<file path="config.mk">
export PLATFORM = sky130hd
export DESIGN_NAME = rs_dec_ctrl
export DESIGN_NICKNAME = d
export VERILOG_FILES = /design/src/rtl/rs_dec_ctrl_pkg.sv /design/src/rtl/rs_dec_wdog.sv /design/src/rtl/rs_dec_ctrl.sv
export SDC_FILE = /design/constraint.sdc
export NUM_CORES = 1
export LEC_CHECK = 0
export CAP_MARGIN = 20
export CORE_AREA = 2 2 63 65
export DETAILED_ROUTE_END_ITERATION = 16
export DIE_AREA = 0 0 65 67
export HOLD_SLACK_MARGIN = 0.03
export PLACE_DENSITY = 0.67
export SETUP_SLACK_MARGIN = 0.05
export SYNTH_ARGS = -nofsm -noshare
export SYNTH_HDL_FRONTEND = slang
export SYNTH_SLANG_ARGS = --single-unit
</file>
<file path="constraint.sdc">
create_clock -name clk -period 4.13 [get_ports clk]
set_clock_uncertainty 0.15 [all_clocks]
set_input_delay 0.826 -clock clk [delete_from_list [all_inputs] [get_ports clk]]
set_output_delay 0.826 -clock clk [all_outputs]
set_load 0.02 [all_outputs]
</file>
<file path="src/rtl/rs_dec_ctrl_pkg.sv">
//==============================================================================
// Module   : rs_pkg
// Purpose  : Shared types and constants for the RS(255,251) decoder control
// Revision : 1.0 - initial release
//==============================================================================
`default_nettype none

package rs_pkg;

  localparam int RS_N = 255;
  localparam int RS_K = 251;
  localparam int RS_T = 2;

  // Error-locator degree reported by the key-equation solver when the
  // codeword cannot be corrected.
  localparam logic [1:0] ERR_UNCORR = 2'd3;

  typedef enum logic [2:0] {
    IDLE   = 3'd0,
    SYND   = 3'd1,
    KES    = 3'd2,
    CHIEN  = 3'd3,
    CORR   = 3'd4,
    REPORT = 3'd5
  } state_t;

endpackage

`default_nettype wire

</file>
<file path="src/rtl/rs_dec_wdog.sv">
//==============================================================================
// Module   : rs_dec_wdog
// Purpose  : Per-stage watchdog. Counts cycles while enabled, clears on
//            request, flags expiry on the last allowed cycle of a stage.
// Revision : 1.0 - initial release
//==============================================================================
`default_nettype none

module rs_dec_wdog #(
  parameter int WDOG_CYC = 512,
  parameter int WDOG_W   = 10
) (
  input  logic clk,
  input  logic rst,
  input  logic clr,
  input  logic en,
  output logic expire
);

  logic [WDOG_W-1:0] cnt;

  // Cycle counter: clear wins over count
  always_ff @(posedge clk or posedge rst) begin
    if (rst) begin
      cnt <= '0;
    end else if (clr) begin
      cnt <= '0;
    end else if (en) begin
      cnt <= cnt + WDOG_W'(1);
    end
  end

  assign expire = en && (cnt == WDOG_W'(WDOG_CYC - 1));

endmodule

`default_nettype wire

</file>
<file path="src/rtl/rs_dec_ctrl.sv">
//==============================================================================
// Module   : rs_dec_ctrl
// Purpose  : Sequences one RS(255,251) codeword through syndrome, key-equation
//            solver, Chien search and correction, then reports the result.
//            Owns the ping-pong buffer select, a one-deep pending request and
//            a per-stage watchdog.
// Options  : RS_DEC_STATS_EN - adds stat_clr input and saturating result
//            counters stat_blk / stat_corr / stat_fail.
// Revision : 1.0 - initial release
//==============================================================================
`default_nettype none

module rs_dec_ctrl #(
  parameter int WDOG_CYC = 512,
  parameter int WDOG_W   = 10
) (
  input  logic        clk,
  input  logic        rst,
  input  logic        blk_req,
  output logic        blk_ovf,
  output logic        buf_wr_sel,
  output logic        buf_rd_sel,
  output logic        synd_start,
  input  logic        synd_done,
  input  logic        synd_zero,
  output logic        kes_start,
  input  logic        kes_done,
  input  logic [1:0]  kes_err_num,
  output logic        chien_start,
  output logic [1:0]  chien_err_num,
  input  logic        chien_done,
  input  logic [1:0]  chien_found,
  output logic        corr_start,
  input  logic        corr_done,
  output logic        busy,
  output logic        res_valid,
  output logic        res_ok,
  output logic [1:0]  res_nerr,
`ifdef RS_DEC_STATS_EN
  input  logic        stat_clr,
  output logic [15:0] stat_blk,
  output logic [15:0] stat_corr,
  output logic [15:0] stat_fail,
`endif
  output logic        res_tmo
);

  import rs_pkg::*;

  state_t state;
  logic   pending;
  logic   done_acc;
  logic   in_stage;
  logic   wd_clr;
  logic   wd_expire;

  // A stage's done pulse counts only in its own state and never on the
  // cycle its start pulse is still high.
  always_comb begin
    done_acc = 1'b0;
    case (state)
      SYND:    done_acc = synd_done  & ~synd_start;
      KES:     done_acc = kes_done   & ~kes_start;
      CHIEN:   done_acc = chien_done & ~chien_start;
      CORR:    done_acc = corr_done  & ~corr_start;
      default: done_acc = 1'b0;
    endcase
  end

  assign in_stage = (state == SYND) || (state == KES) ||
                    (state == CHIEN) || (state == CORR);
  assign busy     = (state != IDLE);

  // Every exit from a stage clears the counter, so each new stage
  // begins counting from zero on its first cycle.
  assign wd_clr = ~in_stage | done_acc | wd_expire;

  rs_dec_wdog #(
    .WDOG_CYC (WDOG_CYC),
    .WDOG_W   (WDOG_W)
  ) u_wdog (
    .clk    (clk),
    .rst    (rst),
    .clr    (wd_clr),
    .en     (in_stage),
    .expire (wd_expire)
  );

  // Stage sequencer: start pulses, pending capture, buffer select, result
  always_ff @(posedge clk or posedge rst) begin
    if (rst) begin
      state         <= IDLE;
      pending       <= 1'b0;
      blk_ovf       <= 1'b0;
      buf_wr_sel    <= 1'b0;
      buf_rd_sel    <= 1'b0;
      synd_start    <= 1'b0;
      kes_start     <= 1'b0;
      chien_start   <= 1'b0;
      corr_start    <= 1'b0;
      chien_err_num <= 2'd0;
      res_valid     <= 1'b0;
      res_ok        <= 1'b0;
      res_nerr      <= 2'd0;
      res_tmo       <= 1'b0;
    end else begin
      synd_start  <= 1'b0;
      kes_start   <= 1'b0;
      chien_start <= 1'b0;
      corr_start  <= 1'b0;
      res_valid   <= 1'b0;
      res_ok      <= 1'b0;
      res_nerr    <= 2'd0;
      res_tmo     <= 1'b0;

      // Requests while busy (REPORT included) wait one deep; a second is lost.
      if (state != IDLE && blk_req) begin
        if (pending) begin
          blk_ovf <= 1'b1;
        end else begin
          pending <= 1'b1;
        end
      end

      case (state)
        IDLE: begin
          if (pending || blk_req) begin
            state      <= SYND;
            synd_start <= 1'b1;
            buf_rd_sel <= buf_wr_sel;
            buf_wr_sel <= ~buf_wr_sel;
            // Consuming a pending block while a fresh request arrives
            // leaves the fresh one pending.
            pending    <= pending & blk_req;
          end
        end
        SYND: begin
          if (done_acc) begin
            if (synd_zero) begin
              state     <= REPORT;
              res_valid <= 1'b1;
              res_ok    <= 1'b1;
            end else begin
              state     <= KES;
              kes_start <= 1'b1;
            end
          end
        end
        KES: begin
          if (done_acc) begin
            if (kes_err_num == 2'd0 || kes_err_num == ERR_UNCORR) begin
              state     <= REPORT;
              res_valid <= 1'b1;
            end else begin
              state         <= CHIEN;
              chien_start   <= 1'b1;
              chien_err_num <= kes_err_num;
            end
          end
        end
        CHIEN: begin
          if (done_acc) begin
            if (chien_found == chien_err_num) begin
              state      <= CORR;
              corr_start <= 1'b1;
            end else begin
              state     <= REPORT;
              res_valid <= 1'b1;
            end
          end
        end
        CORR: begin
          if (done_acc) begin
            state     <= REPORT;
            res_valid <= 1'b1;
            res_ok    <= 1'b1;
            res_nerr  <= chien_err_num;
          end
        end
        REPORT: begin
          state <= IDLE;
        end
        default: begin
          state <= IDLE;
        end
      endcase

      // Watchdog abort; a done pulse on the expiry cycle takes precedence.
      if (in_stage && !done_acc && wd_expire) begin
        state     <= REPORT;
        res_valid <= 1'b1;
        res_tmo   <= 1'b1;
      end
    end
  end

`ifdef RS_DEC_STATS_EN
  localparam logic [15:0] STAT_MAX = 16'hFFFF;

  // Result statistics: saturating counters, clear beats a same-cycle count
  always_ff @(posedge clk or posedge rst) begin
    if (rst) begin
      stat_blk  <= 16'd0;
      stat_corr <= 16'd0;
      stat_fail <= 16'd0;
    end else if (stat_clr) begin
      stat_blk  <= 16'd0;
      stat_corr <= 16'd0;
      stat_fail <= 16'd0;
    end else if (res_valid) begin
      if (stat_blk != STAT_MAX) begin
        stat_blk <= stat_blk + 16'd1;
      end
      if (res_ok && res_nerr != 2'd0 && stat_corr != STAT_MAX) begin
        stat_corr <= stat_corr + 16'd1;
      end
      if (!res_ok && stat_fail != STAT_MAX) begin
        stat_fail <= stat_fail + 16'd1;
      end
    end
  end
`endif

endmodule

`default_nettype wire

</file>
After elaboration in Yosys (flattened, before gate mapping)
Index checks and enable logic that the tools add are counted.

word-level totals
  bits in registers = 28
  bits in latches = 0
  bits in writable memories = 0
  bits in read-only memories = 0
  output and inout port bits = 15
  word-level logic and storage cells = 100
  memories = 0

cells by class
  add/subtract/negate cells = 1
  $mul = 0
  div/mod/pow operators = 0
  order comparisons = 0
  equality and inequality tests = 12
  shift-type cells = 0
  multiplexer cells = 40
  bitwise operators = 14
  reduce and logical (&&, ||, !) cells = 18

operators by type and width
  operator                                                number
  two-way mux 1 bit                                       24
  two-way mux 3 bit                                       8
  two-way mux 10 bit                                      2
  one-hot mux 3 bit (5 select lines)                      1
  inequality test 3 x 2 -> 1 bit (second input constant)  4
  adder 10 x 1 -> 10 bit (second input constant)          1
  equality test 10 x 9 -> 1 bit (second input constant)   1
  one-hot mux 1 bit (4 select lines)                      2
  inverter 1 bit                                          7
  equality test 3 x 2 -> 1 bit (second input constant)    2
  bitwise AND 1 bit                                       5
  logical OR 1 bit                                        5
  AND reduction 5 bit                                     1
  logical AND 1 bit                                       4
  two-way mux 2 bit                                       2
  AND reduction 2 bit                                     2
  equality test 3 x 1 -> 1 bit (second input constant)    1
  equality test 3 bit (second input constant)             1
  zero test 3 bit                                         1
  inequality test 3 bit (second input constant)           1
  AND reduction 3 bit                                     1
  nonzero test 3 bit                                      1
  equality test 2 bit                                     1
  equality test 2 bit (second input constant)             1
  other kinds (5)                                         6

Logic depth before layout (Yosys ltp)
Gate-level depths: netlist (run 1).

  depth in word-level cells = 8
  depth in mapped cells = 6
  mapped depth without buffers = 6

Hierarchy
From an unflattened synthesis (run 1), not the netlist that was laid out.

unflattened totals
  cell total of the unflattened synthesis = 133
  area total of the unflattened synthesis = 1401.3 um^2

by module, submodules not included
  module       instances  cells each  area each (um^2)  sequential area each (um^2)
  rs_dec_ctrl  1          83          884.6             450.4
  rs_dec_wdog  1          50          516.7             250.2

Least setup slack after synthesis (run 1)
OpenSTA, ideal clock, no wires.

  kind = input to register
  from = input synd_done
  to = register chien_err_num[0]
  arrival = 1.678 ns
  path slack = 2.180 ns
  stages = 5
  buffers on the path = 0
  path through = nand2b_1 o21ai_2 a211oi_4 or3_1 o2bb2ai_1

on the way
  longest elaborated chain between the ends = 3

ends and longest elaborated chain
  element                             RTL line            text
  start, declared                     rs_dec_ctrl.sv:24   input logic synd_done,
  bitwise AND 1 bit                   rs_dec_ctrl.sv:62   SYND: done_acc = synd_done & ~synd_start;
  one-hot mux 1 bit (4 select lines)  rs_dec_ctrl.sv:61   case (state)
  AND reduction 3 bit (no line)       --
  end signal, assigned                rs_dec_ctrl.sv:157  chien_err_num <= kes_err_num;
  end, declared                       rs_dec_ctrl.sv:30   output logic [1:0] chien_err_num,

No other way between the ends.
A chain may end at the register's enable or synchronous reset.

Final worst setup path (run 1)
  from = register state[1]
  to = output busy

on the way
  longest elaborated chain between the ends = 1

ends and longest elaborated chain
  element                 RTL line            text
  start, declared         rs_dec_ctrl.sv:50   state_t state;
  start signal, assigned  rs_dec_ctrl.sv:92   state <= IDLE;
  start signal, assigned  rs_dec_ctrl.sv:128  state <= SYND;
  start signal, assigned  rs_dec_ctrl.sv:140  state <= REPORT;
  nonzero test 3 bit      rs_dec_ctrl.sv:72   assign busy = (state != IDLE);
  end, declared           rs_dec_ctrl.sv:35   output logic busy,

No other way between the ends.

==> results of run 1 <==
==> area by class of cell <==
cell class	instances	share of cell area (%)
Inverter	4	0.840
Sequential cell	28	39.2
Timing Repair Buffer	27	16.1
Clock inverter	1	1.68
Multi-Input combinational cell	102	36.5
Clock buffer	3	2.31
Tap cell	48	3.36
==> kinds of logic after synthesis <==
group / synth area share, %
DFF: 50.3
xor gates and xnor gates: 7.54
muxes: 0.808
buffers and inverters: 2.96
adders and majority gates: 1.62
and+or+nand+nor: 24.6
AOI/OAI and AO/OA: 12.2
==> placed cells by master (no fill, tap or decap), drive strengths merged, types with 4 or more instances in the layout <==
cell           count
xnor2              8
inv                4
nand3             10
nor2              23
o21ai              4
xor2               4
a21oi             10
dfrtp             28
nor3               5
nand2              7
clkdlybuf4s50     26
==> flip-flops by register name, indices dropped and copies added (netlist names) <==
signal	cells
state	3
pending	1
res_ok	1
kes_start	1
buf_rd_sel	1
chien_err_num	2
u_wdog.cnt	10
res_valid	1
chien_start	1
blk_ovf	1
buf_wr_sel	1
res_tmo	1
res_nerr	2
synd_start	1
corr_start	1
==> per-layer routing <==
| metal | vias to the layer above | wire length [um] |
|---|---|---|
| met1 | 506 | 1340 |
| li1 | 533 | - |
| met4 | 0 | 48 |
| met5 | - | 0 |
| met3 | 5 | 196 |
| met2 | 31 | 1320 |
==> through the flow <==
| stage | instance area (sq um) | cells | total power, mW |
|---|---|---|---|
| after floorplan | 1390 | 139 | 0.705 |
| after global placement | 1690 | 208 | 0.818 |
| after detailed placement | 1690 | 208 | 0.828 |
| after CTS | 1760 | 212 | 1.06 |
| after global routing | 1790 | 213 | 1.13 |
| final | 1790 | 213 | 1.05 |
==> power breakdown <==
group	internal (mW)	switching (mW)
sequential	0.328	0.0823
clock	0.130	0.0920
combinational	0.186	0.233
==> worst max-delay path by stage <==
| stage | endpoint | slack [ps] | cells after the start |
|---|---|---|---|
| 6_report | busy | 1130 | 2 |
| 4_1_cts | busy | 1120 | 2 |
| 3_3_place_gp | busy | 1500 | 2 |
| 3_5_place_dp | busy | 1470 | 2 |
| 5_1_grt | busy | 1010 | 2 |
| 2_1_floorplan | chien_err_num[0] | 2180 | 5 |
==> critical path, cell delays in order (launching register included) <==
cell and delay [ps]:
dfrtp_1 730, or3_1 340, clkdlybuf4s50_1 660
==> flow_summary.json, run 1 <==
{
  "status": "completed",
  "grt_max_degree": 29,
  "yosysSeqAreaShare_pct": 50.3,
  "setup_tns_ps": 0,
  "synth_flop_cell": "dfrtp_1",
  "utilization_pct": 49.5,
  "dieArea_sq_um": 4360,
  "synth_area_leaders": "dfrtp_1 (50%), nor2_1 (5.9%), xnor2_1 (5.0%)",
  "reg2reg_depth": 5,
  "ys_ff_latch": 28,
  "yosys-top-cells-count": "dfrtp_1 (28), nor2_1 (22), a21oi_1 (9), nand3_1 (9), xnor2_1 (8)",
  "endpoint_kind": "output pin",
  "leakage_nw": 0.704,
  "die_x_um": 65,
  "top_usage_layer": "met2",
  "post-route-drc-count": 0,
  "dr.pass1.iters": 4,
  "postCtsSetupBuffers": 0,
  "grt.overflow.total": 0,
  "insertedDiodeCount": 0,
  "fillerInstances": 317,
  "gp_congestion": 0.841,
  "io_pins": 27,
  "cellPowerDensity_nw_per_um2": 589,
  "h-tree-depth": 1,
  "yosys_warnings": 0,
  "critPathLaunchType": "flip-flop",
  "final_layout_size_suffix_gt1_share_pct": 10.9,
  "tritoncts": "yes",
  "worst_slew_pin_slew_ps": 592,
  "hold_viol": 0,
  "hp-class": "reg2reg",
  "cts_sinks": 28,
  "ir_drop_mv": 0.372,
  "start_util_pct": 38.7,
  "die_h_um": 67,
  "insertion_delay_ps": 280,
  "holdWs_ps": 342,
  "port_buffers": 26,
  "crit_start": "state[1]",
  "syn_to_final_growth_pct": 28.2,
  "cts-buffers-inserted": 3,
  "hold_start": "u_wdog.cnt[0]",
  "maxCapViolCount": 0,
  "synth_nets": 152,
  "multiInputGateArea_sq_um": 652,
  "row_count": 22,
  "ys_types": 41,
  "cp.arrival_ps": 2030,
  "netlist_instances": 139,
  "finalSetupViolations": 0,
  "yosysMostFrequentCell": "dfrtp_1",
  "synth.avg_cell_area_sq_um": 10.0,
  "hold-path-cell-count": 1,
  "cp.required_ps": 3150,
  "root_buffer": "clkbuf_8",
  "seqCellArea_sq_um": 701,
  "use_met1_pct": 19.6,
  "period_share_pct": 72.7,
  "wl_per_cell_um": 13.7,
  "use_met2_pct": 25.9,
  "vias": 1075,
  "gr-usage-all-layers_pct": 15.6,
  "r2r-start": "state[1]",
  "rsz0062_at_grt": "no",
  "clk_pin_slew_worst_paths_ps": 100,
  "post_cts_resized": 0,
  "r2r_end": "state[0]",
  "yosysTopAreaCell": "dfrtp_1",
  "pre_cts_ws_ps": 1470,
  "core_sq_um": 3610,
  "dp_hpwl_um": 1980,
  "nets": 179,
  "wl_um": 2910,
  "cts_buffer_depth": 2,
  "synth_edf_count": 0,
  "via_per_inst": 5.05,
  "whs_endpoint": "u_wdog.cnt[0]",
  "drt_iter0_markers": 63,
  "grt_pass1_wl_um": 5130,
  "yosysTopAreaCellShare_pct": 50.3,
  "fmaxAchievable_mhz": 333,
  "slew_headroom_pct": 60.5,
  "antenna_found_initial": 0,
  "drv_slew": 0,
  "crit_fanout": 21,
  "reg2reg_setup_slack_ps": 2010,
  "ant_nets": 0,
  "synthesis.area_sq_um": 1390,
  "period_minus_slack_ps": 3000,
  "worstSetupPathType": "reg2out",
  "synthArstFlopShare_pct": 100,
  "grt_pass1_vias": 1103,
  "setup_slack_ps": 1130,
  "cts_hold_buf": 0,
  "use_met3_pct": 4.22
}
No activity file was read; power rests on OpenSTA's default activity.
==> run 2, diff against run 1 <==
--- a/config.mk
+++ b/config.mk
@@ -10,7 +10,7 @@
 export DETAILED_ROUTE_END_ITERATION = 16
 export DIE_AREA = 0 0 65 67
 export HOLD_SLACK_MARGIN = 0.03
-export PLACE_DENSITY = 0.67
+export PLACE_DENSITY = 0.69
 export SETUP_SLACK_MARGIN = 0.05
 export SYNTH_ARGS = -nofsm -noshare
 export SYNTH_HDL_FRONTEND = slang
==> constraint.sdc (replaced) <==
create_clock -name clk -period 2.5 [get_ports clk]
set_clock_uncertainty 0.15 [all_clocks]
set_input_delay 0.5 -clock clk [delete_from_list [all_inputs] [get_ports clk]]
set_output_delay 0.5 -clock clk [all_outputs]
set_load 0.02 [all_outputs]
==> flow_summary.json, run 2 (synthesized netlist as in run 1, its figures left out) <==
{
  "grt.overflow.total": 0,
  "root_buffer": "clkbuf_8",
  "drt_iter0_markers": 40,
  "insertedDiodeCount": 0,
  "setup_slack_ps": 437,
  "h-tree-depth": 1,
  "nets": 182,
  "period_share_pct": 82.5,
  "worstSetupPathType": "reg2out",
  "multiInputGateArea_sq_um": 652,
  "start_util_pct": 38.7,
  "hold_start": "blk_ovf",
  "io_pins": 27,
  "cts_hold_buf": 0,
  "tritoncts": "yes",
  "drv_slew": 0,
  "dp_hpwl_um": 2070,
  "dieArea_sq_um": 4360,
  "wl_um": 2810,
  "port_buffers": 26,
  "slew_headroom_pct": 73.4,
  "cp.required_ps": 1850,
  "gp_congestion": 0.828,
  "leakage_nw": 0.717,
  "cts_buffer_depth": 2,
  "antenna_found_initial": 0,
  "largest-register": "u_wdog.cnt",
  "cts-buffers-inserted": 3,
  "cellPowerDensity_nw_per_um2": 979,
  "hp-class": "reg2reg",
  "top_regs": "u_wdog.cnt x10, state x3",
  "final_layout_size_suffix_gt1_share_pct": 12.5,
  "cts_sinks": 28,
  "hold-path-cell-count": 1,
  "ir_drop_mv": 0.502,
  "status": "completed",
  "final_cell_mix": "dfrtp_1 (28), clkdlybuf4s50_1 (25), nor2_1 (22), a21oi_1 (9), nand3_1 (9)",
  "vias": 1097,
  "pre_cts_ws_ps": 314,
  "die_x_um": 65,
  "postCtsSetupBuffers": 0,
  "gr-usage-all-layers_pct": 14.4,
  "dpl_cell_area_sq_um": 1720,
  "dr.pass1.iters": 4,
  "wl_per_cell_um": 13.0,
  "crit_fanout": 6,
  "rsz0062_at_grt": "no",
  "critPathLaunchType": "flip-flop",
  "syn_to_final_growth_pct": 28.5,
  "via_per_inst": 5.08,
  "reg2reg_depth": 6,
  "finalSetupViolations": 0,
  "final_cell_area_sq_um": 1790,
  "fillerInstances": 339,
  "ant_nets": 0,
  "core_sq_um": 3610,
  "maxCapViolCount": 0,
  "holdWs_ps": 335,
  "reg2reg_setup_slack_ps": 530,
  "seqCellArea_sq_um": 701,
  "hold_viol": 0,
  "layout_commonest_cell": "dfrtp_1",
  "cp.arrival_ps": 1410,
  "largest_reg_flops": 10,
  "post-route-drc-count": 0,
  "die_h_um": 67,
  "r2r_end": "chien_err_num[0]",
  "r2r-start": "state[1]",
  "worst_slew_pin_slew_ps": 396,
  "insertion_delay_ps": 280,
  "utilization_pct": 49.7,
  "period_minus_slack_ps": 2060,
  "setup_tns_ps": 0,
  "fmaxAchievable_mhz": 485,
  "post_cts_resized": 0,
  "grt_pass1_vias": 1114,
  "grt_pass1_wl_um": 4860,
  "grt_max_degree": 29,
  "row_count": 22,
  "clk_pin_slew_worst_paths_ps": 90,
  "endpoint_kind": "output pin",
  "whs_endpoint": "blk_ovf"
}
-- run 2: cell count changes in the layout (fill, tap and decap cells not counted) --
| cell | delta |
|---|---|
| clkdlybuf4s50_1 | -1 |
| buf_4 | +4 |
| dlymetal6s2s_1 | +1 |
| buf_16 | -1 |
-- run 2: layout make-up --
class,instances,area share (%)
clock inverter,1,1.68
multi-input combinational,102,36.4
inverter,4,0.838
clock buffer,3,2.30
timing repair buffer,30,16.3
tap,48,3.35
sequential,28,39.1
-- run 2: per-stage QoR --
stage / instances / power, mW
5_1_grt: 216 / 1.88
2_1_floorplan: 139 / 1.17
3_5_place_dp: 212 / 1.41
4_1_cts: 216 / 1.77
6_report: 216 / 1.75
3_3_place_gp: 212 / 1.39
-- run 2: per-layer routing --
layer,wire length [um],up-vias,global-route usage [%]
met4,11,0,4.79
met2,1420,28,25.8
met1,1250,527,17.9
met5,0,-,0
met3,134,2,1.86
li1,-,540,-
-- run 2: where the power goes --
| part | switching, mW | internal [mW] | leakage (nW) | total (mW) |
|---|---|---|---|---|
| registers | 0.0595 | 0.544 | 0.365 | 0.603 |
| clock network | 0.139 | 0.214 | 0.0357 | 0.354 |
| logic | 0.467 | 0.331 | 0.316 | 0.797 |
| total | 0.665 | 1.09 | 0.717 | 1.75 |
-- run 2: worst max path at each step --
| stage | cells after the start | to | slack, ps | startpoint |
|---|---|---|---|---|
| 2_1_floorplan | 5 | state[0] | 810 | state[0] |
| 3_5_place_dp | 6 | chien_err_num[0] | 310 | synd_done |
| 3_3_place_gp | 6 | chien_err_num[0] | 350 | synd_done |
| 5_1_grt | 6 | u_wdog.cnt[2] | 270 | u_wdog.cnt[0] |
| 6_report | 2 | busy | 440 | state[2] |
| 4_1_cts | 2 | busy | 100 | state[2] |
-- run 2: worst max-delay path, cell delays in order, from the launching register on --
cell            delay, ps
dfrtp_1               380
or3_1                 500
dlymetal6s2s_1        260
==> run 3, diff against run 2 <==
--- a/config.mk
+++ b/config.mk
@@ -10,7 +10,7 @@
 export DETAILED_ROUTE_END_ITERATION = 16
 export DIE_AREA = 0 0 65 67
 export HOLD_SLACK_MARGIN = 0.03
-export PLACE_DENSITY = 0.69
+export PLACE_DENSITY = 0.67
 export SETUP_SLACK_MARGIN = 0.05
 export SYNTH_ARGS = -nofsm -noshare
 export SYNTH_HDL_FRONTEND = slang
==> constraint.sdc (replaced) <==
create_clock -name clk -period 1.9 [get_ports clk]
set_clock_uncertainty 0.15 [all_clocks]
set_input_delay 0.38 -clock clk [delete_from_list [all_inputs] [get_ports clk]]
set_output_delay 0.38 -clock clk [all_outputs]
set_load 0.02 [all_outputs]
==> flow_summary.json, run 3 (synthesized netlist as in run 1, its figures left out) <==
{
  "syn_to_final_growth_pct": 44.2,
  "h-tree-depth": 1,
  "path_depth": 6,
  "dp_hpwl_um": 2320,
  "critPathLaunchType": "flip-flop",
  "drv_slew": 0,
  "wl_per_cell_um": 13.1,
  "rsz0062_at_grt": "yes",
  "dr.pass1.iters": 4,
  "gp_congestion": 0.821,
  "fmaxAchievable_mhz": 552,
  "cts_buffer_depth": 2,
  "cts-buffers-inserted": 3,
  "die_x_um": 65,
  "worst_slew_pin_slew_ps": 364,
  "reg2reg_depth": 6,
  "grt_pass1_wl_um": 5510,
  "grt_max_degree": 29,
  "vias": 1185,
  "tritoncts": "yes",
  "grt_pass1_vias": 1230,
  "reg2reg_setup_slack_ps": 90,
  "wl_um": 3140,
  "cp_top_family": "simple AND/OR/NAND/NOR gates",
  "slew_headroom_pct": 75.6,
  "dieArea_sq_um": 4360,
  "antenna_found_initial": 0,
  "post-route-drc-count": 0,
  "die_h_um": 67,
  "r2r-start": "state[2]",
  "worstSetupPathType": "reg2reg",
  "drt_iter0_markers": 56,
  "grt.overflow.total": 0,
  "cts_sinks": 28,
  "largest-register": "u_wdog.cnt",
  "largest_reg_flops": 10,
  "hp-class": "in2async",
  "period_share_pct": 95.3,
  "utilization_pct": 55.7,
  "core_sq_um": 3610,
  "dpl_cell_area_sq_um": 1870,
  "endpoint_kind": "flip-flop",
  "period_minus_slack_ps": 1810,
  "cp.required_ps": 1920,
  "r2r_end": "chien_err_num[0]",
  "gr-usage-all-layers_pct": 16.9,
  "top_regs": "u_wdog.cnt x10, state x3",
  "root_buffer": "clkbuf_8",
  "start_util_pct": 38.7,
  "path_cells": "buf_4, nor2_2, and4b_2, a211oi_4, or3_4, o2bb2ai_1",
  "final_layout_size_suffix_gt1_share_pct": 26.7,
  "critPathSlowestCell": "dfrtp_1",
  "cts_hold_buf": 0,
  "final_cell_area_sq_um": 2010,
  "status": "completed",
  "clk_pin_slew_worst_paths_ps": 100,
  "crit_fanout": 11,
  "cellPowerDensity_nw_per_um2": 1340,
  "nets": 205,
  "insertedDiodeCount": 0,
  "ant_nets": 0,
  "finalSetupViolations": 0,
  "hold_viol": 0,
  "ir_drop_mv": 0.792,
  "insertion_delay_ps": 280,
  "maxCapViolCount": 0,
  "cp.arrival_ps": 1830,
  "port_buffers": 26,
  "row_count": 22,
  "layout_commonest_cell": "dfrtp_1",
  "crit_buf_inv": 1,
  "leakage_nw": 0.840,
  "via_per_inst": 4.96,
  "critical-path-max-stage-delay_ps": 390,
  "final_cell_mix": "dfrtp_1 (28), buf_4 (25), clkdlybuf4s50_1 (22), nor2_1 (20)",
  "io_pins": 27
}
run 3: what timing repair did:
action / 4_1_cts / 5_1_grt
setup buffers: 0 / 3
setup endpoints to repair: 5 / 15
hold endpoints to repair: 0 / 0
pin swaps: 0 / 8
resized for setup: 7 / 14
run 3: worst max-delay path by stage:
stage                               from          endpoint  slack (ps)
after floorplan                 state[0]          state[0]         210
after global placement    kes_err_num[0]          state[1]        -110
after detailed placement       synd_done  chien_err_num[0]        -150
after CTS                       state[2]              busy          20
after global routing            state[1]          state[1]           8
final                           state[2]  chien_err_num[0]          90
run 3: layout make-up:
type	instances	area [sq um]
clock buffers	3	41.3
inverters	4	15.0
clock inverters	1	30.0
flip-flops and latches	28	701
well taps	48	60.1
repair buffers	53	465
multi-input cells	102	697
fillers	338	1600
run 3: through the flow:
stage | instances | setup WS (ps) | total power [mW] | TNS [ps] | hold slack (ps)
6_report | 239 | 88.5 | 2.69 | 0 | 303
4_1_cts | 236 | 20.7 | 2.60 | 0 | 304
3_5_place_dp | 232 | -147 | 2.11 | -639 | 316
2_1_floorplan | 139 | 206 | 1.53 | 0 | 295
3_3_place_gp | 232 | -106 | 2.08 | -479 | 309
5_1_grt | 239 | 8.45 | 2.88 | 0 | 374
run 3: per-layer routing:
metal	vias up	track usage [%]	part of all wire [%]
li1	584	-	-
met1	567	20.8	45
met2	27	28.6	48
met3	7	2.36	4.1
met4	0	9.04	2.7
met5	-	0	0
run 3: tightest hold or removal path, delay by kind of cell:
kind,cells,cell delay (ps)
buffers and inverters,3,760
run 3: power breakdown:
group	total, mW	internal, mW	switching, mW
combinational	1.42	0.696	0.722
sequential	0.801	0.715	0.0854
clock	0.469	0.282	0.187
total	2.69	1.69	0.995
